## config.mk

```make
export PLATFORM = sky130hd
export DESIGN_NAME = jtdd_rom_arb
export DESIGN_NICKNAME = d
export VERILOG_FILES = /design/src/rtl/jtdd_rom_arb.sv
export SDC_FILE = /design/constraint.sdc
export NUM_CORES = 1
export LEC_CHECK = 0
export ABC_AREA = 1
export CAP_MARGIN = 5
export CORE_AREA = 3 3 159 146
export DETAILED_ROUTE_END_ITERATION = 16
export DIE_AREA = 0 0 162 149
export PLACE_DENSITY_LB_ADDON = 0.25
export SYNTH_ARGS = -nofsm -noshare
export SYNTH_HDL_FRONTEND = slang
export SYNTH_SLANG_ARGS = --single-unit
```

## constraint.sdc

```tcl
create_clock -name clk -period 4.44 [get_ports clk]
set_input_delay 0.888 -clock clk [delete_from_list [all_inputs] [get_ports clk]]
set_output_delay 0.888 -clock clk [all_outputs]
set_load 0.1 [all_outputs]
```

## src/rtl/jtdd_rom_arb.sv

```systemverilog
// Three-way ROM arbiter: main, sound and MCU each own a one-entry cache,
// and misses share a single SDRAM read port through a round-robin grant.
module jtdd_rom_arb #(
    parameter int          MAIN_AW     = 18,
    parameter int          SND_AW      = 15,
    parameter int          MCU_AW      = 14,
    parameter logic [21:0] MAIN_OFFSET = 22'h00_0000,
    parameter logic [21:0] SND_OFFSET  = 22'h04_0000,
    parameter logic [21:0] MCU_OFFSET  = 22'h04_8000
) (
    input  logic               clk,
    input  logic               rst,
    input  logic               main_cs,
    input  logic [MAIN_AW-1:0] main_addr,
    output logic [7:0]         main_data,
    output logic               main_ok,
    input  logic               snd_cs,
    input  logic [SND_AW-1:0]  snd_addr,
    output logic [7:0]         snd_data,
    output logic               snd_ok,
    input  logic               mcu_cs,
    input  logic [MCU_AW-1:0]  mcu_addr,
    output logic [7:0]         mcu_data,
    output logic               mcu_ok,
    output logic               sdram_req,
    output logic [21:0]        sdram_addr,
    input  logic               sdram_ack,
    input  logic               sdram_rdy,
    input  logic [7:0]         sdram_data
);

    localparam int TAG_W = (MAIN_AW > SND_AW) ? ((MAIN_AW > MCU_AW) ? MAIN_AW : MCU_AW)
                                              : ((SND_AW  > MCU_AW) ? SND_AW  : MCU_AW);

    localparam logic [1:0] SEL_MAIN = 2'd0;
    localparam logic [1:0] SEL_SND  = 2'd1;
    localparam logic [1:0] SEL_MCU  = 2'd2;

    typedef enum logic [1:0] {IDLE, WAIT_ACK, WAIT_DATA} state_t;

    state_t             r_state, w_state_nx;
    logic               r_req, w_req_nx;
    logic [21:0]        r_addr, w_addr_nx;
    logic [1:0]         r_last, w_last_nx;
    logic [TAG_W-1:0]   r_pend, w_pend_nx;
    logic               w_fill;
    logic [1:0]         w_sel;
    logic [2:0]         w_miss;

    logic [MAIN_AW-1:0] r_main_tag;
    logic [SND_AW-1:0]  r_snd_tag;
    logic [MCU_AW-1:0]  r_mcu_tag;
    logic [7:0]         r_main_data, r_snd_data, r_mcu_data;
    logic               r_main_valid, r_snd_valid, r_mcu_valid;

    assign main_ok    = main_cs & r_main_valid & (r_main_tag == main_addr);
    assign snd_ok     = snd_cs  & r_snd_valid  & (r_snd_tag  == snd_addr);
    assign mcu_ok     = mcu_cs  & r_mcu_valid  & (r_mcu_tag  == mcu_addr);
    assign main_data  = r_main_data;
    assign snd_data   = r_snd_data;
    assign mcu_data   = r_mcu_data;
    assign sdram_req  = r_req;
    assign sdram_addr = r_addr;

    assign w_miss = {mcu_cs & ~mcu_ok, snd_cs & ~snd_ok, main_cs & ~main_ok};

    // Round-robin: scan from the requester after r_last; the nearest miss wins.
    always_comb begin
        w_sel = r_last;
        for (int k = 3; k >= 1; k--) begin
            int idx;
            idx = (int'(r_last) + k) % 3;
            if (w_miss[idx]) w_sel = 2'(idx);
        end
    end

    always_comb begin
        // NOTE: every signal gets its hold value first so no path infers a latch.
        w_state_nx = r_state;
        w_req_nx   = r_req;
        w_addr_nx  = r_addr;
        w_last_nx  = r_last;
        w_pend_nx  = r_pend;
        w_fill     = 1'b0;
        case (r_state)
            IDLE: begin
                if (|w_miss) begin
                    w_last_nx  = w_sel;
                    w_req_nx   = 1'b1;
                    w_state_nx = WAIT_ACK;
                    case (w_sel)
                        SEL_MAIN: begin
                            w_pend_nx = TAG_W'(main_addr);
                            w_addr_nx = MAIN_OFFSET + 22'(main_addr);
                        end
                        SEL_SND: begin
                            w_pend_nx = TAG_W'(snd_addr);
                            w_addr_nx = SND_OFFSET + 22'(snd_addr);
                        end
                        default: begin
                            w_pend_nx = TAG_W'(mcu_addr);
                            w_addr_nx = MCU_OFFSET + 22'(mcu_addr);
                        end
                    endcase
                end
            end
            WAIT_ACK: begin
                if (sdram_ack) begin
                    w_req_nx   = 1'b0;
                    w_state_nx = WAIT_DATA;
                end
            end
            default: begin
                if (sdram_rdy) begin
                    w_fill     = 1'b1;
                    w_state_nx = IDLE;
                end
            end
        endcase
    end

    // NOTE: the cache entries are plain flops, so reset clears them along with the valid flags.
    always_ff @(posedge clk or posedge rst) begin
        if (rst) begin
            r_state      <= IDLE;
            r_req        <= 1'b0;
            r_addr       <= '0;
            r_last       <= SEL_MCU;
            r_pend       <= '0;
            r_main_tag   <= '0;
            r_snd_tag    <= '0;
            r_mcu_tag    <= '0;
            r_main_data  <= '0;
            r_snd_data   <= '0;
            r_mcu_data   <= '0;
            r_main_valid <= 1'b0;
            r_snd_valid  <= 1'b0;
            r_mcu_valid  <= 1'b0;
        end else begin
            r_state <= w_state_nx;
            r_req   <= w_req_nx;
            r_addr  <= w_addr_nx;
            r_last  <= w_last_nx;
            r_pend  <= w_pend_nx;
            if (w_fill) begin
                case (r_last)
                    SEL_MAIN: begin
                        r_main_tag   <= r_pend[MAIN_AW-1:0];
                        r_main_data  <= sdram_data;
                        r_main_valid <= 1'b1;
                    end
                    SEL_SND: begin
                        r_snd_tag    <= r_pend[SND_AW-1:0];
                        r_snd_data   <= sdram_data;
                        r_snd_valid  <= 1'b1;
                    end
                    default: begin
                        r_mcu_tag    <= r_pend[MCU_AW-1:0];
                        r_mcu_data   <= sdram_data;
                        r_mcu_valid  <= 1'b1;
                    end
                endcase
            end
        end
    end

endmodule
```

==> qor.csv, run 1 <==
metric,value,unit
status,"complete, no violations",
crit_chain,"clkdlybuf4s50_1, nand2_1, inv_1, nand2_1, nor2_1, nand2_1, nor2_1, nand3_2, nand3_1, nand3_1, nand2_1, nand3_1, nand2_1, nand2_1, buf_4, nor2_1, nand2_1, nand2_1, nand2_1, nand2_1",
die_h,149,um
place_inst,1108,
core_area,21600,um^2
htreeDepth,3,
first_global_vias,4695,
fmax,0.274,GHz
critPathBufInv,3,
seq_area,2480,um^2
synthXorXnorAreaFrac,1.30,%
grt_remaining_overflow,0,
first_pass_iters,5,
gp_congestion,0.858,
root_buffer,clkbuf_16,
synthSimpleGateAreaFrac,27.5,%
synth_top_family_by_area,simple AND/OR/NAND/NOR gates,
antenna_cells,0,
crit_arrival,3940,ps
wirelength,17600,um
synth_seq_area_share,46.0,%
maxSlewHeadroom,33.5,%
hold_class,flop to flop,
worst_pin_slew,994,ps
cts_buffers,9,
maxCapViolations,0,
skew,19.9,ps
post_cts_buffers,0,
slowest_stage,clkdlybuf4s50_1,
synth_compound_area_share,11.0,%
crit_top_cell,nand2_1,
antenna_found_initial,0,
ys_ff_latch,99,
ys_warn_count,0,
crit_type,input port to flop,
async_reset_ff_share,100,%
dieArea,24100,um^2
cpPeakStageDelay,600,ps
synth-edff-count,0,
grt_max_degree,59,
tritoncts,built,
hold_buffers,0,
multi_input_area,2210,um^2
clk_pin_slew,80,ps
fin_crit_sh,82.2,%
netlist_area,5380,um^2
drtIter0Drc,327,
die_x,162,um
cp-end-kind,flop,
grt_pass1_wl,28100,um
period_needed,3650,ps
required,4730,ps
holdWs,469,ps
fin_tns_setup,0,ps
nets,894,
numClockSinks,99,
cts.repair.resized,0,
synth_adder_area_share,0.930,%
crit_family,simple AND/OR/NAND/NOR gates,
final_cell_count_no_fill,1124,
synth_ff_type,dfrtp_1,
via_per_inst,4.28,
path_max_fanout,13,
mostFrequentLayoutCell,nand2_1,
finalSetupViolCount,0,
synth_mux_area_share,0,%
syn_avg_cell_area,7.25,um^2
final_cell_mix,"nand2_1, inv_1, clkdlybuf4s50_1",
fill_cells,2400,
hold_viol_final,0,
drc,0,
slew_viol_final,0,
insertion_delay,370,ps
yosysUniqueCellTypes,32,
core.rowCount,51,
io-pin-count,112,
grt_usage,15.1,%
hpwl,13500,um
final_core_util,32.3,%
cts_max_path_buffers,2,
start_util,25.0,%
synth_cells,743,
final_layout_size_suffix_gt1_share,5.64,%
rsz0062_at_grt,no,
vias,4813,
area_growth,29.2,%
wl_per_cell,15.7,um
ant_nets,0,
start_kind,input port,
io_buffers,108,
==> per-layer routing <==
metal  vias up  part of all wire (%)  track usage [%]  wire [um]
met5         -                     0                0          0
met4         0                  0.94             3.07        165
met3        14                   6.9             3.64       1220
met2       141                    42             22.5       7490
met1      2217                    50             22.4       8770
li1       2441                     -                -          -
==> per-stage QoR <==
stage | cell area (um^2) | setup slack [ps]
final | 6960 | 791
after CTS | 6960 | 831
after global routing | 6960 | 619
after detailed placement | 6640 | 472
after global placement | 6640 | 447
after floorplan | 5400 | 396
==> layout make-up <==
type	instances	area share (%)
Sequential cell	99	35.6
Multi-Input combinational cell	485	31.8
Timing Repair Buffer	116	16.5
Inverter	117	6.35
Tap cell	291	5.23
Clock buffer	9	3.24
Clock inverter	7	1.28
==> worst reg2reg max path, cell delays in order (launching register included) <==
cell and delay [ps]:
dfrtp_1 410, xor2_1 230, nor3_1 290, nand3_2 190, nand3_1 130, nand3_1 90, nand2_1 100, nand3_1 140
nand2_1 90, nand2_1 260, buf_4 310, nor2_1 270, nand2_1 110, nand2_1 70, nand2_1 50, nand2_1 60
==> sequential cells by signal, summed over array words and instances (netlist names), 3 cells and up <==
signal      flops
snd_data        8
r_mcu_tag      14
main_data       8
r_pend         17
r_snd_tag      15
sdram_addr      3
r_main_tag     18
mcu_data        8
==> worst paths after layout <==
check	slack [ps]	cells after the start	endpoint	from
setup / recovery	790	20	r_pend[14]	main_cs
hold / removal	470	2	r_main_valid	r_main_valid
hold reg to reg	470	2	r_main_valid	r_main_valid
setup reg to reg	1580	15	r_pend[14]	r_main_tag[5]
min in group asynchronous	1030	2	r_mcu_tag[10]	rst
max in group asynchronous	2550	3	mcu_data[7]	rst
==> synth_stat cells (4+ instances only) <==
cell type	count	area, um^2
nand2_1	230	863
inv_1	114	428
dfrtp_1	98	2450
o21ai_0	86	430
nor2_1	55	206
nand3_1	48	240
buf_4	24	180
clkbuf_1	17	63.8
a21oi_1	13	65.1
nor3_1	8	40.0
o21ai_1	7	35.0
xor2_1	6	52.6
ha_1	4	50.1
==> cell families after synthesis <==
kind of cell / after synthesis
other cells: 1
compound gates: 113
flops: 99
xor+xnor: 8
fa+ha+maj: 4
simple gates: 357
buf+inv: 161
Power of run 1 is not shown: default switching activity piles up to over one toggle a cycle in this logic, so the estimate is an artifact.
==> inputs of run 2 (changes only) <==
clock period = 3 ns   (was 4.44 ns; I/O delays follow)
==> qor.csv, run 2 (synthesis results as in run 1) <==
metric,value,unit,change
status,"complete, no violations",,unchanged
tritoncts,built,,unchanged
drtIter0Drc,347,,was 327
crit_type,input port to primary output,,was input port to flop
cts_max_path_buffers,2,,unchanged
maxSlewHeadroom,65.3,%,was 33.5%
cts_buffers,9,,unchanged
rsz0062_at_grt,no,,unchanged
grt_pass1_wl,27400,um,was 28100 um
drc,0,,unchanged
crit_arrival,2240,ps,was 3940 ps
fin_crit_sh,94.6,%,
final_layout_size_suffix_gt1_share,15.3,%,was 5.64%
hold_start,r_main_valid,,unchanged
multi_input_area,2220,um^2,was 2210 um^2
wirelength,17500,um,was 17600 um
skew,7.79,ps,was 19.9 ps
worst_pin_slew,520,ps,was 994 ps
hold_viol_final,0,,unchanged
slew_viol_final,0,,unchanged
antenna_found_initial,1,,was 0
vias,4895,,was 4813
insertion_delay,360,ps,was 370 ps
antenna_cells,0,,unchanged
fmax,0.352,GHz,
io-pin-count,112,,unchanged
start_kind,input port,,unchanged
start_util,25.0,%,unchanged
hpwl,13800,um,was 13500 um
final_core_util,33.6,%,was 32.3%
top_regs,"r_main_tag: 18 flops, r_pend: 17 flops, r_snd_tag: 15 flops",,unchanged
first_pass_iters,5,,unchanged
cp-end-kind,primary output,,was flop
area_growth,34.5,%,was 29.2%
ant_nets,0,,unchanged
nets,937,,was 894
htreeDepth,3,,unchanged
numClockSinks,99,,unchanged
wl_per_cell,15.0,um,was 15.7 um
maxCapViolations,0,,unchanged
final_cell_mix,"nand2_1, inv_1, dfrtp_1",,"was nand2_1, inv_1, clkdlybuf4s50_1"
finalSetupViolCount,0,,unchanged
root_buffer,clkbuf_16,,unchanged
cts.repair.resized,0,,unchanged
die_h,149,um,unchanged
fill_cells,2391,,was 2400
holdWs,470,ps,was 469 ps
grt_usage,14.9,%,was 15.1%
clk_pin_slew,70,ps,was 80 ps
path_max_fanout,3,,was 13
required,2400,ps,was 4730 ps
mostFrequentLayoutCell,nand2_1,,unchanged
post_cts_buffers,0,,unchanged
core_area,21600,um^2,unchanged
r2r-start,r_main_tag[11],,was r_main_tag[5]
grt_remaining_overflow,0,,unchanged
dieArea,24100,um^2,unchanged
largest_reg_flops,18,,unchanged
first_global_vias,4716,,was 4695
core.rowCount,51,,unchanged
crit_path_start,main_cs,,unchanged
grt_max_degree,54,,was 59
period_needed,2840,ps,
io_buffers,108,,unchanged
die_x,162,um,unchanged
hold_class,flop to flop,,unchanged
seq_area,2480,um^2,unchanged
via_per_inst,4.19,,was 4.28
largest-register,r_main_tag,,unchanged
gp_congestion,0.853,,was 0.858
hold_buffers,0,,unchanged
[run 2: cell count changes in the layout (fill, tap and decap cells not counted), sizes merged]
| cell | delta |
|---|---|
| buf | +87 |
| bufinv | +1 |
| clkbuf | +1 |
| clkdlybuf4s50 | -47 |
| clkinv | +1 |
| clkinvlp | +2 |
| dlymetal6s2s | +3 |
| inv | -5 |
[run 2: stage by stage]
stage	instances	cell area [um^2]	worst slack (ps)	setup TNS, ps
finish	1167	7240	161	0
global placement	1151	6910	-147	-2490
floorplan	745	5410	165	0
detailed placement	1151	6910	-190	-2650
CTS	1167	7230	30.8	0
global route	1167	7240	25.9	0
[run 2: layer usage]
layer,global-route usage [%],wire [um]
met5,0,9
met4,3.58,263
met3,3.41,1050
met2,22.3,7510
met1,21.8,8710
[run 2: final timing paths]
path | endpoint | slack [ps] | depth (start not counted)
min | r_main_valid | 470 | 2
max in group asynchronous | r_last[1] | 1860 | 3
max | main_ok | 160 | 11
min in group asynchronous | mcu_data[0] | 560 | 2
min reg2reg | r_main_valid | 470 | 2
max reg2reg | r_pend[15] | 650 | 17
[run 2: cell type report]
| type | count | area share [%] |
|---|---|---|
| Clock buffer | 10 | 3.16 |
| Inverter | 117 | 6.12 |
| Timing Repair Buffer | 159 | 19.6 |
| Multi-Input combinational cell | 485 | 30.7 |
| Clock inverter | 6 | 1.23 |
| Sequential cell | 99 | 34.2 |
| Tap cell | 291 | 5.03 |
[run 2: critical path: stages]
cell             delay [ps]
clkdlybuf4s50_1         520
nand2_1                  60
inv_1                    50
nand2_1                  80
nor2_2                  120
nand2_1                  60
nor2_1                  130
nand3_2                 150
buf_4                   180
inv_1                    80
buf_12                  180
Power of run 2 is left out for the same reason.
